===== config.mk =====
export PLATFORM = sky130hd
export DESIGN_NAME = huffman_seq_ctrl
export DESIGN_NICKNAME = d
export VERILOG_FILES = /design/src/rtl/huffman_seq_ctrl.sv
export SDC_FILE = /design/constraint.sdc
export NUM_CORES = 1
export LEC_CHECK = 0
export ABC_AREA = 1
export CORE_ASPECT_RATIO = 1.75
export CORE_MARGIN = 2
export CORE_UTILIZATION = 32
export DETAILED_ROUTE_END_ITERATION = 10
export GPL_TIMING_DRIVEN = 1
export PLACE_DENSITY = 0.63
export SETUP_SLACK_MARGIN = 0.4
export SLEW_MARGIN = 0
export SYNTH_ARGS = -nofsm -noshare
export SYNTH_HDL_FRONTEND = slang
export SYNTH_SLANG_ARGS = --single-unit

===== constraint.sdc =====
create_clock -name clk -period 2.72 [get_ports clk]
set_input_delay 0.272 -clock clk [delete_from_list [all_inputs] [get_ports clk]]
set_output_delay 0.272 -clock clk [all_outputs]
set_load 0.05 [all_outputs]

===== src/rtl/huffman_seq_ctrl.sv =====
// Sequencer for the canonical Huffman table build: frequency count, length
// generation/limiting, then canonical code assignment, each under a watchdog.
module huffman_seq_ctrl #(
  parameter int TIMEOUT_W = 16,
  parameter int TIMEOUT   = 1000,
  parameter int RUN_W     = 24
) (
  input  logic             clk,
  input  logic             rst,
  input  logic             start,
  input  logic             abort,
  input  logic             freq_done,
  input  logic             len_done,
  input  logic             code_done,
  output logic             freq_start,
  output logic             len_start,
  output logic             code_start,
  output logic             busy,
  output logic             done,
  output logic             table_valid,
  output logic             error,
  output logic [1:0]       err_stage,
  output logic [RUN_W-1:0] run_cycles
);

  typedef enum logic [3:0] {
    S_IDLE, S_FREQ_GO, S_FREQ_WAIT, S_LEN_GO, S_LEN_WAIT,
    S_CODE_GO, S_CODE_WAIT, S_DONE, S_ERR
  } state_t;

  localparam logic [TIMEOUT_W-1:0] WD_LAST = TIMEOUT_W'(TIMEOUT - 1);
  localparam logic [RUN_W-1:0]     RUN_MAX = '1;

  state_t               state_q, state_d;
  logic [TIMEOUT_W-1:0] wdog_q, wdog_d;
  logic [RUN_W-1:0]     run_q, run_d;
  logic                 tv_q, tv_d;
  logic [1:0]           es_q, es_d;

  // Per-state decode: which done input is live and where a WAIT/GO leads.
  logic                 in_go, in_wait, stage_done;
  logic [1:0]           stage_code;
  state_t               wait_nxt, go_nxt;

  always_comb begin
    in_go      = 1'b0;
    in_wait    = 1'b0;
    stage_done = 1'b0;
    stage_code = 2'd0;
    wait_nxt   = S_IDLE;
    go_nxt     = S_IDLE;
    case (state_q)
      S_FREQ_GO:   begin in_go = 1'b1; go_nxt = S_FREQ_WAIT; end
      S_LEN_GO:    begin in_go = 1'b1; go_nxt = S_LEN_WAIT;  end
      S_CODE_GO:   begin in_go = 1'b1; go_nxt = S_CODE_WAIT; end
      S_FREQ_WAIT: begin
        in_wait = 1'b1; stage_done = freq_done; stage_code = 2'd1; wait_nxt = S_LEN_GO;
      end
      S_LEN_WAIT:  begin
        in_wait = 1'b1; stage_done = len_done;  stage_code = 2'd2; wait_nxt = S_CODE_GO;
      end
      S_CODE_WAIT: begin
        in_wait = 1'b1; stage_done = code_done; stage_code = 2'd3; wait_nxt = S_DONE;
      end
      default: ;
    endcase
  end

  always_comb begin
    state_d = state_q;
    wdog_d  = wdog_q;
    run_d   = run_q;
    tv_d    = tv_q;
    es_d    = es_q;
    if (abort) begin
      // Cancel leaves err_stage and run_cycles frozen for inspection.
      state_d = S_IDLE;
      tv_d    = 1'b0;
    end else if (in_go || in_wait) begin
      if (run_q != RUN_MAX) run_d = run_q + 1'b1;
      if (in_go) begin
        state_d = go_nxt;
        wdog_d  = '0;
      end else if (stage_done) begin
        state_d = wait_nxt;
        if (wait_nxt == S_DONE) tv_d = 1'b1;
      end else if (wdog_q == WD_LAST) begin
        state_d = S_ERR;
        es_d    = stage_code;
      end else begin
        wdog_d = wdog_q + 1'b1;
      end
    end else if (start) begin
      state_d = S_FREQ_GO;
      tv_d    = 1'b0;
      es_d    = 2'd0;
      run_d   = '0;
    end else if (state_q == S_DONE) begin
      state_d = S_IDLE;
    end
  end

  always_ff @(posedge clk or posedge rst) begin
    if (rst) begin
      state_q <= S_IDLE;
      wdog_q  <= '0;
      run_q   <= '0;
      tv_q    <= 1'b0;
      es_q    <= 2'd0;
    end else begin
      state_q <= state_d;
      wdog_q  <= wdog_d;
      run_q   <= run_d;
      tv_q    <= tv_d;
      es_q    <= es_d;
    end
  end

  assign freq_start  = (state_q == S_FREQ_GO);
  assign len_start   = (state_q == S_LEN_GO);
  assign code_start  = (state_q == S_CODE_GO);
  assign busy        = in_go || in_wait;
  assign done        = (state_q == S_DONE);
  assign error       = (state_q == S_ERR);
  assign table_valid = tv_q;
  assign err_stage   = es_q;
  assign run_cycles  = run_q;

endmodule


Word level (Yosys, flattened, before mapping)
Index checks and enable logic that the tools add are counted.
- bits in registers: 47
- RAM bits: 0
- memories kept: 0
- bits in read-only memories: 0
- bits in latches: 0
- equality and inequality tests: 21
- bitwise logic cells: 1
- $add $sub $neg: 2
- $mul: 0
- reductions and logical operators: 11
- magnitude comparators: 0
- shift operators: 0
- multiplexer cells: 30
- divide/modulo/power cells: 0
- operator list (cell ; number):
    24-bit 2-to-1 mux ; 3
    16-bit 2-to-1 mux ; 3
    4-bit 2-to-1 mux ; 7
    24-bit by 1-bit adder with 24-bit output (second input constant) ; 1
    24-bit != test (second input constant) ; 1
    4-bit by 3-bit == test with 1-bit output (second input constant) ; 5
    3-bit one-hot mux with 3 select lines ; 2
    16-bit by 1-bit adder with 16-bit output (second input constant) ; 1
    16-bit by 10-bit == test with 1-bit output (second input constant) ; 1
    2-bit 2-to-1 mux ; 5
    4-bit by 2-bit == test with 1-bit output (second input constant) ; 2
    1-bit 2-to-1 mux ; 8
    2-bit != test (second input constant) ; 4
    4-bit AND reduction ; 2
    3-bit by 2-bit != test with 1-bit output (second input constant) ; 2
    2-bit one-hot mux with 3 select lines ; 1
    3-bit OR reduction ; 2
    5-bit by 2-bit != test with 1-bit output (second input constant) ; 1
    5-bit AND reduction ; 1
    4-bit by 1-bit == test with 1-bit output (second input constant) ; 1
    4-bit == test (second input constant) ; 1
    2-bit by 1-bit != test with 1-bit output (second input constant) ; 2
    4-bit nonzero test ; 1
    3-bit != test (second input constant) ; 1
    other kinds (7) ; 7

Longest topological paths before layout
Gate-level depths: netlist of run 1.
- depth after elaboration: 8
- depth in mapped cells: 12

Least setup slack after synthesis of run 1
OpenSTA, ideal clock, no wires.
- path type: reg-to-output
- start: register state_q[0]
- end: output port error
- data arrival time: 1.989 ns
- path buffers: 0
- stages on the path, launching flop included: 2
- path slack: 0.459 ns
- cell sequence: dfrtp_1 nor4_1
- word-level cells in the longest chain between the ends: 1
- ends and longest elaborated chain (what ; line ; source):
    start: declaration ; 34 ; state_t state_q, state_d;
    start signal: assignment ; 111 ; state_q <= state_d;
    4-bit == test ; 124 ; assign error = (state_q == S_ERR);
    end: declaration ; 21 ; output logic error,
No other way between the ends.

Worst setup path after layout of run 1
- start: register state_q[0]
- end: output port code_start
- word-level cells in the longest chain between the ends: 1
- ends and longest elaborated chain (what ; line ; source):
    4-bit by 3-bit == test with 1-bit output ; 121 ; assign code_start = (state_q == S_CODE_GO);
    end: declaration ; 17 ; output logic code_start,
No other way between the ends.

==> results.md, run 1 <==
- P_leak: 1.74 nW
- RSZ-0062 raised after global routing: no
- Synth Area in XOR/XNOR: 5.81%
- Compound-cell area share of the yosys netlist: 5.73%
- Minimum clock period after layout: 2.20 ns
- Max-slew violation count: 0
- Die span in x: 79.2 µm
- Peak Freq: 454 MHz
- All-Layer GR Usage: 16.9%
- Worst r2r src: run_cycles[0]
- Routed Antenna Nets: 0
- Initial antenna violation count: 0
- Aggregate routed wire length: 8380 µm
- Via count: 3208
- Most common cell after layout, fill and taps aside: nand2_1
- Root Buffer: clkbuf_16
- Syn Area/Cell: 6.57 µm²
- Crit-path max FO: 7
- Post-synthesis mux area share: 0%
- Worst Max-Slew Pin Slew: 0.646 ns
- Hold Crit Class: in2async
- CP max stage cell: clkdlybuf4s50_1
- RR Endpoint: run_cycles[17]
- CTS clk-pin slew, worst paths: 0.07 ns
- Most frequent cells in the layout: 178 x nand2_1, 75 x nor2_1, 50 x nand3_1, 47 x dfrtp_1, 34 x clkdlybuf4s50_1
- MaxCap Viol Count: 0
- CTS hold repair buffers: 0
- Reg2reg setup slack: 0.65 ns
- Share of layout cells above drive strength 1: 6.84%
- Worst path max stage delay: 0.80 ns
- Vias per inst: 4.93
- Status: finished clean
- Multi-input gate area: 0.00181 mm²
- Final worst path period share: 80.9%
- Fillers: 1056
- P&R area growth vs syn: 23.2%
- Post-Syn Instances: 482
- Finish-stage setup viols: 0
- Worst Setup SP: state_q[0]
- First-pass GRT wire length: 14300 µm
- Final instance area: 0.00390 mm²
- Port Buf Inserts: 39
- Critical path depth: 5
- DP Area: 0.00370 mm²
- Register area: 0.00118 mm²
- Pre-antenna DRT Iters: 4
- Num CTS Buffers: 5
- Global route total overflow: 0
- CTS tree: done
- Ant diodes: 0
- VDD IR max: 0.000502 V
- Simple-Gate Fraction of Synth Area: 44.4%
- Clk Latency, worst-skew pair: 0.29 ns
- H-tree Lvls: 2
- Sequential area share after synthesis: 37.1%
- #FFs+latches synth: 47
- Die H: 136 µm
- Adder-Cell Fraction of Synth Area: 0.790%
- Rel. slew slack: 56.9%
- FP Rows: 48
- Routed wire per std cell: 12.9 µm
- HPWL after DPL: 6530 µm
- Io pins: 40
- Layout Nets: 534
- Netlist cell types: 32
- Worst EP arrival: 1.93 ns
- Worst setup path end: code_start
- GPL Wtd Cong: 0.987
- Post-route DRC violation count: 0
- Startpoint types: flop
- Vias in the first global route: 3194
- Crit Path Category: reg2out
- Power Density: 675 mW/mm²
- Worst setup EP type: output pin
- Final Hold Fails: 0
- Critical path cell sequence: inv_2, nor2_1, nand2_1, inv_1, clkdlybuf4s50_1
- Ys Warns: 0
- Final TNS setup: 0 ns
- Synth Cell Area: 0.00317 mm²
- Worst Path Buf+Inv: 3
- Worst-case clock buffer depth: 2
- Die area: 0.0107 mm²
- Crit path max-delay family: buffers and inverters
- Reg2reg path depth: 8
- Combinational family with the most area after synthesis: simple AND/OR/NAND/NOR gates
- Initial DRC count: 168
- Worst Path Required: 2.45 ns
- Syn nets: 491
- Clock sink total: 47
- Core area: 0.00973 mm²
- Max Clock Skew: 0.00855 ns
- Initial Utilization: 32.6%
- Pin count of the biggest net entering global routing: 40
kinds of logic (layout without fill, tap and decap cells):
group           Yosys count  after routing
xor+xnor                 21             21
flops                    47             47
simple gates            333            333
fa+ha+maj                 2              2
compound gates           33             33
buf+inv                  46             90
metrics by stage:
step	power (mW)	util (%)	std cells	setup slack, ns	hold WS (ns)
6_report	2.63	40.1	651	0.518	0.384
5_1_grt	2.82	40.1	651	0.406	0.462
4_1_cts	2.67	40.0	651	0.417	0.413
3_5_place_dp	1.87	38.1	643	0.432	0.479
3_3_place_gp	1.85	38.1	643	0.510	0.467
2_1_floorplan	1.58	-	482	0.459	0.421
registers in the layout, indices dropped and copies added, names as in the netlist:
| signal | flops |
|---|---|
| err_stage | 2 |
| table_valid | 1 |
| wdog_q | 16 |
| run_cycles | 24 |
| state_q | 4 |
synth_stat cells:
| cell | number | area share, % |
|---|---|---|
| nand2_1 | 178 | 21 |
| nor2_1 | 75 | 8.9 |
| nand3_1 | 50 | 7.9 |
| dfrtp_1 | 47 | 37 |
| inv_1 | 32 | 3.8 |
| o21ai_0 | 19 | 3.0 |
| xor2_1 | 19 | 5.3 |
| buf_2 | 6 | 0.95 |
| nand4_1 | 6 | 1.2 |
| inv_2 | 5 | 0.59 |
| nor2_2 | 5 | 0.99 |
| nor3_1 | 5 | 0.79 |
| o21ai_1 | 5 | 0.79 |
| a21oi_1 | 3 | 0.47 |
| buf_6 | 2 | 0.71 |
| ha_1 | 2 | 0.79 |
| nand2_2 | 2 | 0.39 |
| nand3_2 | 2 | 0.63 |
| nand3b_1 | 2 | 0.47 |
| nor2_4 | 2 | 0.71 |
| o21bai_1 | 2 | 0.47 |
| or2_2 | 2 | 0.39 |
| xnor2_1 | 2 | 0.55 |
| a21oi_2 | 1 | 0.28 |
| a31oi_1 | 1 | 0.20 |
| and2_1 | 1 | 0.20 |
| and3_1 | 1 | 0.20 |
| clkbuf_1 | 1 | 0.12 |
| nand2_4 | 1 | 0.36 |
| nor4_1 | 1 | 0.20 |
| o21a_1 | 1 | 0.24 |
| o21ai_2 | 1 | 0.28 |
routing by layer:
| layer | global-route usage, % | vias to the layer above | part of all wire [%] |
|---|---|---|---|
| met1 | 17.0 | 1467 | 36 |
| li1 | - | 1615 | - |
| met4 | 11.0 | 0 | 4.6 |
| met5 | 0 | - | 0 |
| met3 | 2.40 | 29 | 4.0 |
| met2 | 31.5 | 97 | 56 |
layout make-up:
| class | count | share of cell area [%] |
|---|---|---|
| well taps | 125 | 4.01 |
| inverters | 37 | 3.56 |
| clock inverters | 2 | 1.54 |
| clock buffers | 6 | 3.30 |
| repair buffers | 45 | 11.1 |
| multi-input cells | 389 | 46.4 |
| flip-flops and latches | 47 | 30.1 |
timing repair:
action,CTS,global route
resized for setup,3,6
buffers inserted,0,0
setup endpoints to repair,3,28
where the power goes:
| part | leakage [nW] | switching, mW | internal [mW] |
|---|---|---|---|
| Sequential | 0.650 | 0.0807 | 0.758 |
| Combinational | 0.994 | 0.732 | 0.272 |
| Clock | 0.0911 | 0.265 | 0.527 |
worst min path at each step:
stage	depth (start not counted)	from	slack, ns	to
finish	2	rst	0.38	run_cycles[7]
global route	2	rst	0.46	run_cycles[7]
CTS	2	rst	0.41	wdog_q[10]
detailed placement	2	wdog_q[15]	0.48	wdog_q[15]
global placement	2	wdog_q[15]	0.47	wdog_q[15]
floorplan	2	abort	0.42	table_valid
Note: power is estimated with default switching activity, not from simulation.
==> inputs of run 2 (changes only) <==
clock period = 2.2 ns   (was 2.72 ns; I/O delays follow)
==> run 2 against run 1 <==
First-iteration DRC count shrank 20%; critical path type is now reg2reg; core utilization is 3.2 points higher; sequential share of layout area shrank 1.8 points; clock skew fell by 0.0029 ns; critical endpoint is now run_cycles[6]; via count is 3.9% higher; sequential power is 28% higher; combinational power rose by 68%; flip-flop and latch count is the same; count of clock-buffer cells in the layout increased by 2; highest routed layer unchanged.
==> results.md, run 2 (same netlist as run 1, synthesis figures left out) <==
- RSZ-0062 raised after global routing: yes (was no)
- Worst-case clock buffer depth: 2 (unchanged)
- HPWL after DPL: 6760 µm (was 6530 µm)
- Hold Crit Class: in2async (unchanged)
- Worst Path Buf+Inv: 3 (unchanged)
- Comb pwr share: 48.0% (was 38.1%)
- CTS clk-pin slew, worst paths: 0.06 ns (was 0.07 ns)
- Max-slew violation count: 0 (unchanged)
- Sw Ratio: 43.2% (was 40.9%)
- Initial Utilization: 32.6% (unchanged)
- Worst EP arrival: 1.98 ns (was 1.93 ns)
- CP max stage cell: dfrtp_2 (was clkdlybuf4s50_1)
- Clk Latency, worst-skew pair: 0.29 ns (about the same)
- P_leak: 1.97 nW (was 1.74 nW)
- Finish-stage setup viols: 0 (unchanged)
- Vias in the first global route: 3179 (was 3194)
- Final instance area: 0.00421 mm² (was 0.00390 mm²)
- Aggregate routed wire length: 9570 µm (was 8380 µm)
- Most common cell after layout, fill and taps aside: nand2_1 (unchanged)
- Clock sink total: 47 (unchanged)
- Core area: 0.00973 mm² (unchanged)
- Min Hold Slack: 0.252 ns (was 0.384 ns)
- Share of layout cells above drive strength 1: 16.3% (was 6.84%)
- Crit path max-delay family: simple AND/OR/NAND/NOR gates (was buffers and inverters)
- Die area: 0.0107 mm² (unchanged)
- Port Buf Inserts: 39 (unchanged)
- Status: finished clean (unchanged)
- Reg2reg path depth: 10 (was 8)
- Internal Power: 1.99 mW (was 1.56 mW)
- All-Layer GR Usage: 17.2% (was 16.9%)
- First-pass GRT wire length: 14600 µm (was 14300 µm)
- Die span in x: 79.2 µm (unchanged)
- Max reg flops: 24 (unchanged)
- Peak Freq: 561 MHz
- Sequential power share: 30.5% (was 31.8%)
- Worst setup path end: run_cycles[6] (was code_start)
- Pre-antenna DRT Iters: 4 (unchanged)
- MaxCap Viol Count: 0 (unchanged)
- Rel. slew slack: 66.2% (was 56.9%)
- CTS tree: done (unchanged)
- Vias per inst: 4.97 (was 4.93)
- Most frequent cells in the layout: 175 x nand2_1, 72 x nor2_1, 48 x nand3_1, 32 x dfrtp_1, 29 x inv_1 (was 178 x nand2_1, 75 x nor2_1, 50 x nand3_1, 47 x dfrtp_1, 34 x clkdlybuf4s50_1)
- Worst Max-Slew Pin Slew: 0.506 ns (was 0.646 ns)
- Critical path depth: 10 (was 5)
- Crit Path Category: reg2reg (was reg2out)
- Routed Antenna Nets: 0 (unchanged)
- H-tree Lvls: 2 (unchanged)
- RR Endpoint: run_cycles[6] (was run_cycles[17])
- Worst setup EP type: flop (was output pin)
- Pin count of the biggest net entering global routing: 40 (unchanged)
- Die H: 136 µm (unchanged)
- Worst Path Required: 2.40 ns (was 2.45 ns)
- Clock share of power: 21.4% (was 30.1%)
- Via count: 3334 (was 3208)
- GPL Wtd Cong: 0.958 (was 0.987)
- Max Clock Skew: 0.00562 ns (was 0.00855 ns)
- Routed wire per std cell: 14.3 µm (was 12.9 µm)
- Crit-path max FO: 6 (was 7)
- Worst path max stage delay: 0.45 ns (was 0.80 ns)
- Global route total overflow: 0 (unchanged)
- Switching pwr: 1.51 mW (was 1.08 mW)
- Layout Nets: 554 (was 534)
- Num CTS Buffers: 5 (unchanged)
- Fillers: 985 (was 1056)
- Final worst path period share: 81.0%
- Ant diodes: 0 (unchanged)
- Reg2reg setup slack: 0.42 ns (was 0.65 ns)
- Initial DRC count: 135 (was 168)
- Root Buffer: clkbuf_16 (unchanged)
- P&R area growth vs syn: 33.0% (was 23.2%)
- Worst r2r src: state_q[2] (was run_cycles[0])
- Core Util, Final: 43.3% (was 40.1%)
- Worst Setup SP: state_q[2] (was state_q[0])
- VDD IR max: 0.000386 V (was 0.000502 V)
- Minimum clock period after layout: 1.78 ns
- DP Area: 0.00376 mm² (was 0.00370 mm²)
- Startpoint types: flop (unchanged)
- Final Hold Fails: 0 (unchanged)
- Io pins: 40 (unchanged)
- Initial antenna violation count: 0 (unchanged)
- FP Rows: 48 (unchanged)
- Final TNS setup: 0 ns (unchanged)
- Post-route DRC violation count: 0 (unchanged)
- Critical path cell sequence: buf_6, nand3_2, nand2_2, nor2_4, buf_6, nor2_4, nand2_2, nand2_4, clkbuf_16, o21ai_0 (was inv_2, nor2_1, nand2_1, inv_1, clkdlybuf4s50_1)
- Overall power: 3.50 mW (was 2.63 mW)
- Power Density: 831 mW/mm² (was 675 mW/mm²)
run 2: cell count changes in the layout (fill, tap and decap cells not counted), sizes merged:
| cell | delta |
|---|---|
| buf | +23 |
| bufinv | -2 |
| clkbuf | +3 |
| clkdlybuf4s18 | +1 |
| clkdlybuf4s50 | -15 |
| dlygate4sd2 | +4 |
| dlymetal6s2s | +6 |
run 2: per-layer routing:
metal | routed length, µm | vias up | track usage [%]
met5 | 0 | - | 0
met2 | 5500 | 92 | 34.2
met1 | 3410 | 1557 | 16.9
met4 | 349 | 0 | 7.66
li1 | - | 1654 | -
met3 | 323 | 31 | 2.33
run 2: how the worst min path moves through the flow:
stage          cells past startpoint            end
6_report                           2  run_cycles[3]
2_1_floorplan                      2    table_valid
3_5_place_dp                       2     wdog_q[15]
5_1_grt                            2  run_cycles[3]
4_1_cts                            2  run_cycles[3]
3_3_place_gp                       2     wdog_q[15]
run 2: stage by stage:
| step | std cells | worst slack (ns) |
|---|---|---|
| after floorplan | 482 | 0.402 |
| final | 671 | 0.417 |
| after global routing | 671 | 0.346 |
| after global placement | 643 | 0.276 |
| after CTS | 656 | 0.387 |
| after detailed placement | 643 | 0.193 |
run 2: power groups by stage:
stage	clock [mW]	combinational [mW]	sequential (mW)
final	0.749	1.68	1.07
after global routing	0.795	1.80	1.08
after CTS	0.763	1.36	1.05
after detailed placement	0	1.22	1.07
after global placement	0	1.19	1.06
after floorplan	0	0.855	1.12
run 2: timing repair:
item                       4_1_cts  5_1_grt
pin swaps                        2        7
buffers inserted                 5       10
resized for setup               22       40
hold buffers                     0        0
cloned                           0        5
setup endpoints to repair       52       52
run 2: area by class of cell:
type	instances	area, µm²	share of cell area [%]
Sequential cell	47	1190	28.4
Timing Repair Buffer	65	677	16.1
Tap cell	125	156	3.71
Clock buffer	8	136	3.24
Multi-Input combinational cell	389	1900	45.2
Inverter	37	146	3.47
